`src/rtl/bus_xfer_sequencer_pkg.sv`:
```
// rtl/bus_xfer_sequencer_pkg.sv - shared states, defaults and request field layout for the transfer sequencer
package bus_xfer_sequencer_pkg;

  typedef enum logic [1:0] {
    ST_IDLE = 2'd0,
    ST_SW   = 2'd1,
    ST_ADP  = 2'd2,
    ST_BUSY = 2'd3
  } xfer_state_t;

  localparam int N_DEFAULT          = 4;
  localparam int OUTER_PORT_DEFAULT = 0;
  localparam int MAXLEN_DEFAULT     = 15;

  // Request word layout, LSB first: srcMask, dstMask, size, conv
  function automatic int req_dst_lsb(input int n);
    return n;
  endfunction

  function automatic int req_size_lsb(input int n);
    return 2 * n;
  endfunction

  function automatic int req_conv_bit(input int n, input int maxlen);
    return 2 * n + maxlen;
  endfunction

  // Outer adapter command word is {conv, size} on both the in and out side
  function automatic int outer_cmd_width(input int maxlen);
    return 1 + maxlen;
  endfunction

endpackage

```
`src/rtl/bus_xfer_sequencer_req_check.sv`:
```
// rtl/bus_xfer_sequencer_req_check.sv - combinational validation of an incoming transfer request
module xfer_req_check #(
  parameter int N          = 4,
  parameter int OUTER_PORT = 0,
  parameter int MAXLEN     = 15
) (
  input  logic [N-1:0]      src_mask,
  input  logic [N-1:0]      dst_mask,
  input  logic [MAXLEN-1:0] size,
  output logic              req_ok
);

  localparam logic [N-1:0] ONE = N'(1);

  logic src_one_hot;
  logic dst_nonzero;
  logic outer_zero_size;

  always_comb begin
    src_one_hot     = (src_mask != '0) && ((src_mask & (src_mask - ONE)) == '0);
    dst_nonzero     = (dst_mask != '0);
    // The outer adapters need a word count; the internal ports run on isLast alone
    outer_zero_size = (size == '0) && (src_mask[OUTER_PORT] || dst_mask[OUTER_PORT]);
    req_ok          = src_one_hot && dst_nonzero && !outer_zero_size;
  end

endmodule

```
`src/rtl/bus_xfer_sequencer.sv`:
```
// rtl/bus_xfer_sequencer.sv - issues switch route and outer adapter commands for one transfer, reports done
module bus_xfer_sequencer
  import bus_xfer_sequencer_pkg::*;
#(
  parameter int N          = N_DEFAULT,
  parameter int OUTER_PORT = OUTER_PORT_DEFAULT,
  parameter int MAXLEN     = MAXLEN_DEFAULT
) (
  input  logic                  clk,
  input  logic                  rst,
  input  logic [2*N+MAXLEN:0]   req,
  input  logic                  req_isReady,
  output logic                  req_canReceive,
  output logic [2*N-1:0]        sw_cmd,
  output logic                  sw_cmd_isReady,
  input  logic                  sw_cmd_canReceive,
  output logic [MAXLEN:0]       oin_cmd,
  output logic                  oin_cmd_isReady,
  input  logic                  oin_cmd_canReceive,
  output logic [MAXLEN:0]       oout_cmd,
  output logic                  oout_cmd_isReady,
  input  logic                  oout_cmd_canReceive,
  input  logic [N-1:0]          src_isLast,
  output logic                  done,
  output logic                  err
);

  localparam int DST_LSB  = req_dst_lsb(N);
  localparam int SIZE_LSB = req_size_lsb(N);
  localparam int CONV_BIT = req_conv_bit(N, MAXLEN);
  localparam int CMD_W    = outer_cmd_width(MAXLEN);

  xfer_state_t       state_q, state_d;
  logic [N-1:0]      src_q, src_d;
  logic [N-1:0]      dst_q, dst_d;
  logic [MAXLEN-1:0] size_q, size_d;
  logic              conv_q, conv_d;
  logic              sw_vld_q, sw_vld_d;
  logic              oin_pend_q, oin_pend_d;
  logic              oout_pend_q, oout_pend_d;
  logic              last_seen_q, last_seen_d;
  logic              done_q, done_d;
  logic              err_q, err_d;

  logic [N-1:0]      req_src;
  logic [N-1:0]      req_dst;
  logic [MAXLEN-1:0] req_size;
  logic              req_conv;
  logic              req_ok;
  logic              src_hit;
  logic              need_oin;
  logic              need_oout;

  assign req_src  = req[N-1:0];
  assign req_dst  = req[DST_LSB +: N];
  assign req_size = req[SIZE_LSB +: MAXLEN];
  assign req_conv = req[CONV_BIT];

  xfer_req_check #(
    .N          (N),
    .OUTER_PORT (OUTER_PORT),
    .MAXLEN     (MAXLEN)
  ) u_req_check (
    .src_mask (req_src),
    .dst_mask (req_dst),
    .size     (req_size),
    .req_ok   (req_ok)
  );

  assign src_hit   = |(src_isLast & src_q);
  assign need_oin  = src_q[OUTER_PORT];
  assign need_oout = dst_q[OUTER_PORT];

  always_comb begin
    state_d     = state_q;
    src_d       = src_q;
    dst_d       = dst_q;
    size_d      = size_q;
    conv_d      = conv_q;
    sw_vld_d    = sw_vld_q;
    oin_pend_d  = oin_pend_q;
    oout_pend_d = oout_pend_q;
    last_seen_d = last_seen_q;
    done_d      = 1'b0;
    err_d       = 1'b0;

    case (state_q)
      ST_IDLE: begin
        if (req_isReady) begin
          if (req_ok) begin
            src_d       = req_src;
            dst_d       = req_dst;
            size_d      = req_size;
            conv_d      = req_conv;
            last_seen_d = 1'b0;
            sw_vld_d    = 1'b1;
            state_d     = ST_SW;
          end else begin
            err_d = 1'b1;
          end
        end
      end
      ST_SW: begin
        last_seen_d = last_seen_q | src_hit;
        if (sw_cmd_canReceive) begin
          sw_vld_d    = 1'b0;
          oin_pend_d  = need_oin;
          oout_pend_d = need_oout;
          state_d     = (need_oin || need_oout) ? ST_ADP : ST_BUSY;
        end
      end
      ST_ADP: begin
        // Short transfers can finish on the source side before the adapters take their commands
        last_seen_d = last_seen_q | src_hit;
        if (oin_pend_q && oin_cmd_canReceive) begin
          oin_pend_d = 1'b0;
        end
        if (oout_pend_q && oout_cmd_canReceive) begin
          oout_pend_d = 1'b0;
        end
        if (!oin_pend_d && !oout_pend_d) begin
          state_d = ST_BUSY;
        end
      end
      ST_BUSY: begin
        if (last_seen_q || src_hit) begin
          done_d      = 1'b1;
          last_seen_d = 1'b0;
          state_d     = ST_IDLE;
        end
      end
      default: state_d = ST_IDLE;
    endcase
  end

  always_ff @(posedge clk) begin
    if (rst) begin
      state_q     <= ST_IDLE;
      src_q       <= '0;
      dst_q       <= '0;
      size_q      <= '0;
      conv_q      <= 1'b0;
      sw_vld_q    <= 1'b0;
      oin_pend_q  <= 1'b0;
      oout_pend_q <= 1'b0;
      last_seen_q <= 1'b0;
      done_q      <= 1'b0;
      err_q       <= 1'b0;
    end else begin
      state_q     <= state_d;
      src_q       <= src_d;
      dst_q       <= dst_d;
      size_q      <= size_d;
      conv_q      <= conv_d;
      sw_vld_q    <= sw_vld_d;
      oin_pend_q  <= oin_pend_d;
      oout_pend_q <= oout_pend_d;
      last_seen_q <= last_seen_d;
      done_q      <= done_d;
      err_q       <= err_d;
    end
  end

  assign req_canReceive   = (state_q == ST_IDLE);
  assign sw_cmd           = {dst_q, src_q};
  assign sw_cmd_isReady   = sw_vld_q;
  assign oin_cmd          = CMD_W'({conv_q, size_q});
  assign oin_cmd_isReady  = oin_pend_q;
  assign oout_cmd         = CMD_W'({conv_q, size_q});
  assign oout_cmd_isReady = oout_pend_q;
  assign done             = done_q;
  assign err              = err_q;

endmodule

```
`config.mk`:
```
export PLATFORM = sky130hd
export DESIGN_NAME = bus_xfer_sequencer
export DESIGN_NICKNAME = d
export VERILOG_FILES = /design/src/rtl/bus_xfer_sequencer_pkg.sv /design/src/rtl/bus_xfer_sequencer_req_check.sv /design/src/rtl/bus_xfer_sequencer.sv
export SDC_FILE = /design/constraint.sdc
export NUM_CORES = 1
export LEC_CHECK = 0
export CAP_MARGIN = 30
export CORE_ASPECT_RATIO = 2
export CORE_UTILIZATION = 36
export DETAILED_ROUTE_END_ITERATION = 12
export PLACE_DENSITY = 0.77
export SYNTH_ARGS = -nofsm -noshare
export SYNTH_HDL_FRONTEND = slang
export SYNTH_SLANG_ARGS = --single-unit
```
`constraint.sdc`:
```
create_clock -name clk -period 2.1 [get_ports clk]
set_clock_uncertainty 0.2 [all_clocks]
set_input_delay 0.525 -clock clk [delete_from_list [all_inputs] [get_ports clk]]
set_output_delay 0.525 -clock clk [all_outputs]
set_load 0.01 [all_outputs]
```
==> qor.csv <==
stage;metric;value;unit
cts;CTS Sinks;32;
global_route;Remaining Overflow, GRT;0;
layout;synth-to-layout area growth;68.3;%
sta;Worst Tran Pin Value;295;ps
sta;fin crit share;98.9;%
global_route;vias in the first global route;1606;
critical_path;largest stage delay on the critical path;540;ps
die;Die ar.;0.00475;mm2
placement;DP HPWL;3250;um
global_route;largest net degree at the start of global routing;18;
synthesis;post-synth net total;206;
sta;RSZ-0062 raised after global routing;true;
cts;clock transition at the registers of the reported paths;70;ps
cts;clk buf depth;2;
cts;Worst-Skew Late Latency;280;ps
run;number of max-cap violations;0;
die;I/O pin cnt;80;
cts;root buf cell;clkbuf_8;
synthesis;YS warnings;0;
synthesis;Yosys cell types;35;
critical_path;kind of end point of the critical path;register;
routing;Routed WL;4570;um
critical_path;Worst Path Max Fanout;9;
layout;fill count;369;
sta;Fmax;481;MHz
global_route;gr usage total;20.4;%
sta;post-route minimum period;2080;ps
routing;DRT met1 WL;1530;um
synthesis;Synth Register Bits;32;
synthesis;area leader, netlist;dfxtp_1;
die;Initial Utilization;37.4;%
layout;Multi-input gate area;880;um2
cts;CTS hold repair buffers;0;
critical_path;family with the most delay on the worst path;buffers and inverters;
critical_path;Critical Path AT;2090;ps
synthesis;Async SR Flop Fraction;0;%
synthesis;Netlist Area Pre-Place;0.00161;mm2
critical_path;CP max-delay cell;clkdlybuf4s50_1;
cts;H-Tree Level Count;2;
global_route;first-pass GRT wire length;7150;um
synthesis;Synth Flop Type;dfxtp_1;
critical_path;worst path bufs/invs;2;
routing;Post-DRT Antenna Nets;0;
synthesis;Post-synth EDFFs;0;
sta;pins over their slew limit;0;
synthesis;ranking of synthesized cells by area;dfxtp_1 (40%), mux2i_1 (17%), buf_4 (7.9%);
power_and_ir_drop;PwrDens;701;mW/mm2
routing;wire length on met2;2610;um
power_and_ir_drop;Final Power;1.90;mW
sta;Hold Slack;297;ps
critical_path;CP Class;in2reg;
placement;routability cong.;0.852;
die;Die H;96.5;um
power_and_ir_drop;worst vdd ir;469;uV
layout;n_diodes;0;
synthesis;Post-synth top cells;dfxtp_1 (32), nor2_1 (29), mux2i_1 (27);
placement;pre-CTS setup slack;-590;ps
routing;drt pass-1 iters;4;
routing;residual DRC count;0;
routing;vias post-DR;1564;
synthesis;Gate Count Post-Synth;168;
die;row count;34;
critical_path;Worst Path Required;2110;ps
routing;met3 wire length;215;um
power_and_ir_drop;Pleak;1.24;nW
sta;Final Hold Viols;0;
layout;fin nets;294;
hold_path;worst hold path type;reg2reg;
layout;Reg area;646;um2
sta;endpoints failing setup;0;
synthesis;post-synth top area share;39.9;%
run_status;run status;finished clean;
routing;DR top layer;met4;
placement;IO buf count;79;
layout;layout cells sized above 1;24.5;%
synthesis;Mean Syn Cell Area;9.56;um2
synthesis;Seq/Total Area, Yosys;39.9;%
global_route;antenna violations before repair;0;
routing;drt initial violations;28;
die;CORE AREA;0.00430;mm2
cts;TritonCTS Buffers;5;
cts;CTS tree;yes;
sta;max_slew headroom;80.3;%
synthesis;most instantiated library cell after synthesis;dfxtp_1;
critical_path;crit path cell chain;clkdlybuf4s50_1 > nor3_4 > a211o_4 > bufbuf_16 > a21bo_2 > a31oi_1;
routing;routed length per instance;14.7;um
critical_path;CP Launch Type;input port;
routing;Vias per Instance;5.03;
sta;Final WS setup;22.1;ps
die;Die Wd;49.2;um
[worst register-to-register path, stage by stage (launching register included)]
cell and delay, ps:
dfxtp_4 370, inv_4 60, ha_4 150, nand2_1 70, or2_1 240, a211o_4 290
bufbuf_16 290, a21bo_2 210, a31oi_1 120
[cell type report]
| class | instances | share of cell area [%] |
|---|---|---|
| timing repair buffer | 104 | 36.4 |
| sequential | 32 | 23.9 |
| clock buffer | 8 | 3.33 |
| inverter | 9 | 1.34 |
| tap | 54 | 2.50 |
| multi-input combinational | 104 | 32.5 |
[power breakdown]
part | leakage [nW] | switching, mW | internal, mW
clock | 0.0455 | 0.222 | 0.267
sequential | 0.261 | 0.0429 | 0.663
combinational | 0.936 | 0.307 | 0.394
[state kept, by name, summed over array words and instances (netlist names)]
name and count:
src_q 4, dst_q 4, done 1, conv_q 1
sw_cmd_isReady 1, err 1, size_q 15, state_q 2
oout_cmd_isReady 1, last_seen_q 1, oin_cmd_isReady 1
[logic make-up (layout without fill, tap and decap cells)]
logic type,after synthesis,count (layout),share of synthesized area [%]
xor gates and xnor gates,1,1,0.545
adders and majority gates,4,4,3.12
buffers and inverters,32,121,13.9
and+or+nand+nor,50,50,14.8
DFF,32,32,39.9
AOI/OAI and AO/OA,22,22,10.9
muxes,27,27,16.8
[cells in the final DEF, fill, tap and decap left out, types with 2 or more instances in the layout]
cell	instances
clkdlybuf4s50_1	50
clkbuf_8	6
clkdlybuf4s15_1	3
nor4_4	3
nor2_1	29
a22oi_1	2
o21ai_0	5
dlygate4sd2_1	14
buf_4	20
clkbuf_1	2
a21oi_1	2
clkbuf_2	8
buf_2	2
inv_2	2
mux2i_1	26
nand2_1	4
dlymetal6s2s_1	2
dfxtp_1	30
nor4b_4	2
nand3_1	2
inv_1	6
ha_1	2
nor3_1	2
[what timing repair did]
item / in CTS / in global routing
endpoints found under the hold margin: 0 / 0
buffers inserted: 4 / 0
endpoints found under the setup margin: 30 / 28
gates cloned: 2 / 0
resized for setup: 51 / 37
pin swaps: 11 / 9
[stage by stage]
step                utilization, %  instances  setup TNS [ps]  area, um2
floorplan                        -        168               0       1610
global placement              56.6        297          -15980       2430
detailed placement            56.6        297          -16170       2430
CTS                           62.8        311               0       2700
global route                  62.9        311           -9.67       2700
finish                        62.9        311               0       2700
[path summary, 6_finish.rpt]
kind,start,end,slack [ps],cells past startpoint
max reg2reg,state_q[0],sw_cmd_isReady,40,8
min reg2reg,last_seen_q,last_seen_q,300,2
max,req[18],sw_cmd_isReady,20,6
min,last_seen_q,last_seen_q,300,2
[per-layer routing]
metal	vias up	global-route usage [%]
met4	0	15.7
met3	20	4.69
li1	747	-
met2	59	38.9
met5	-	0
met1	738	18.0
No activity file was read; power rests on OpenSTA's default activity.
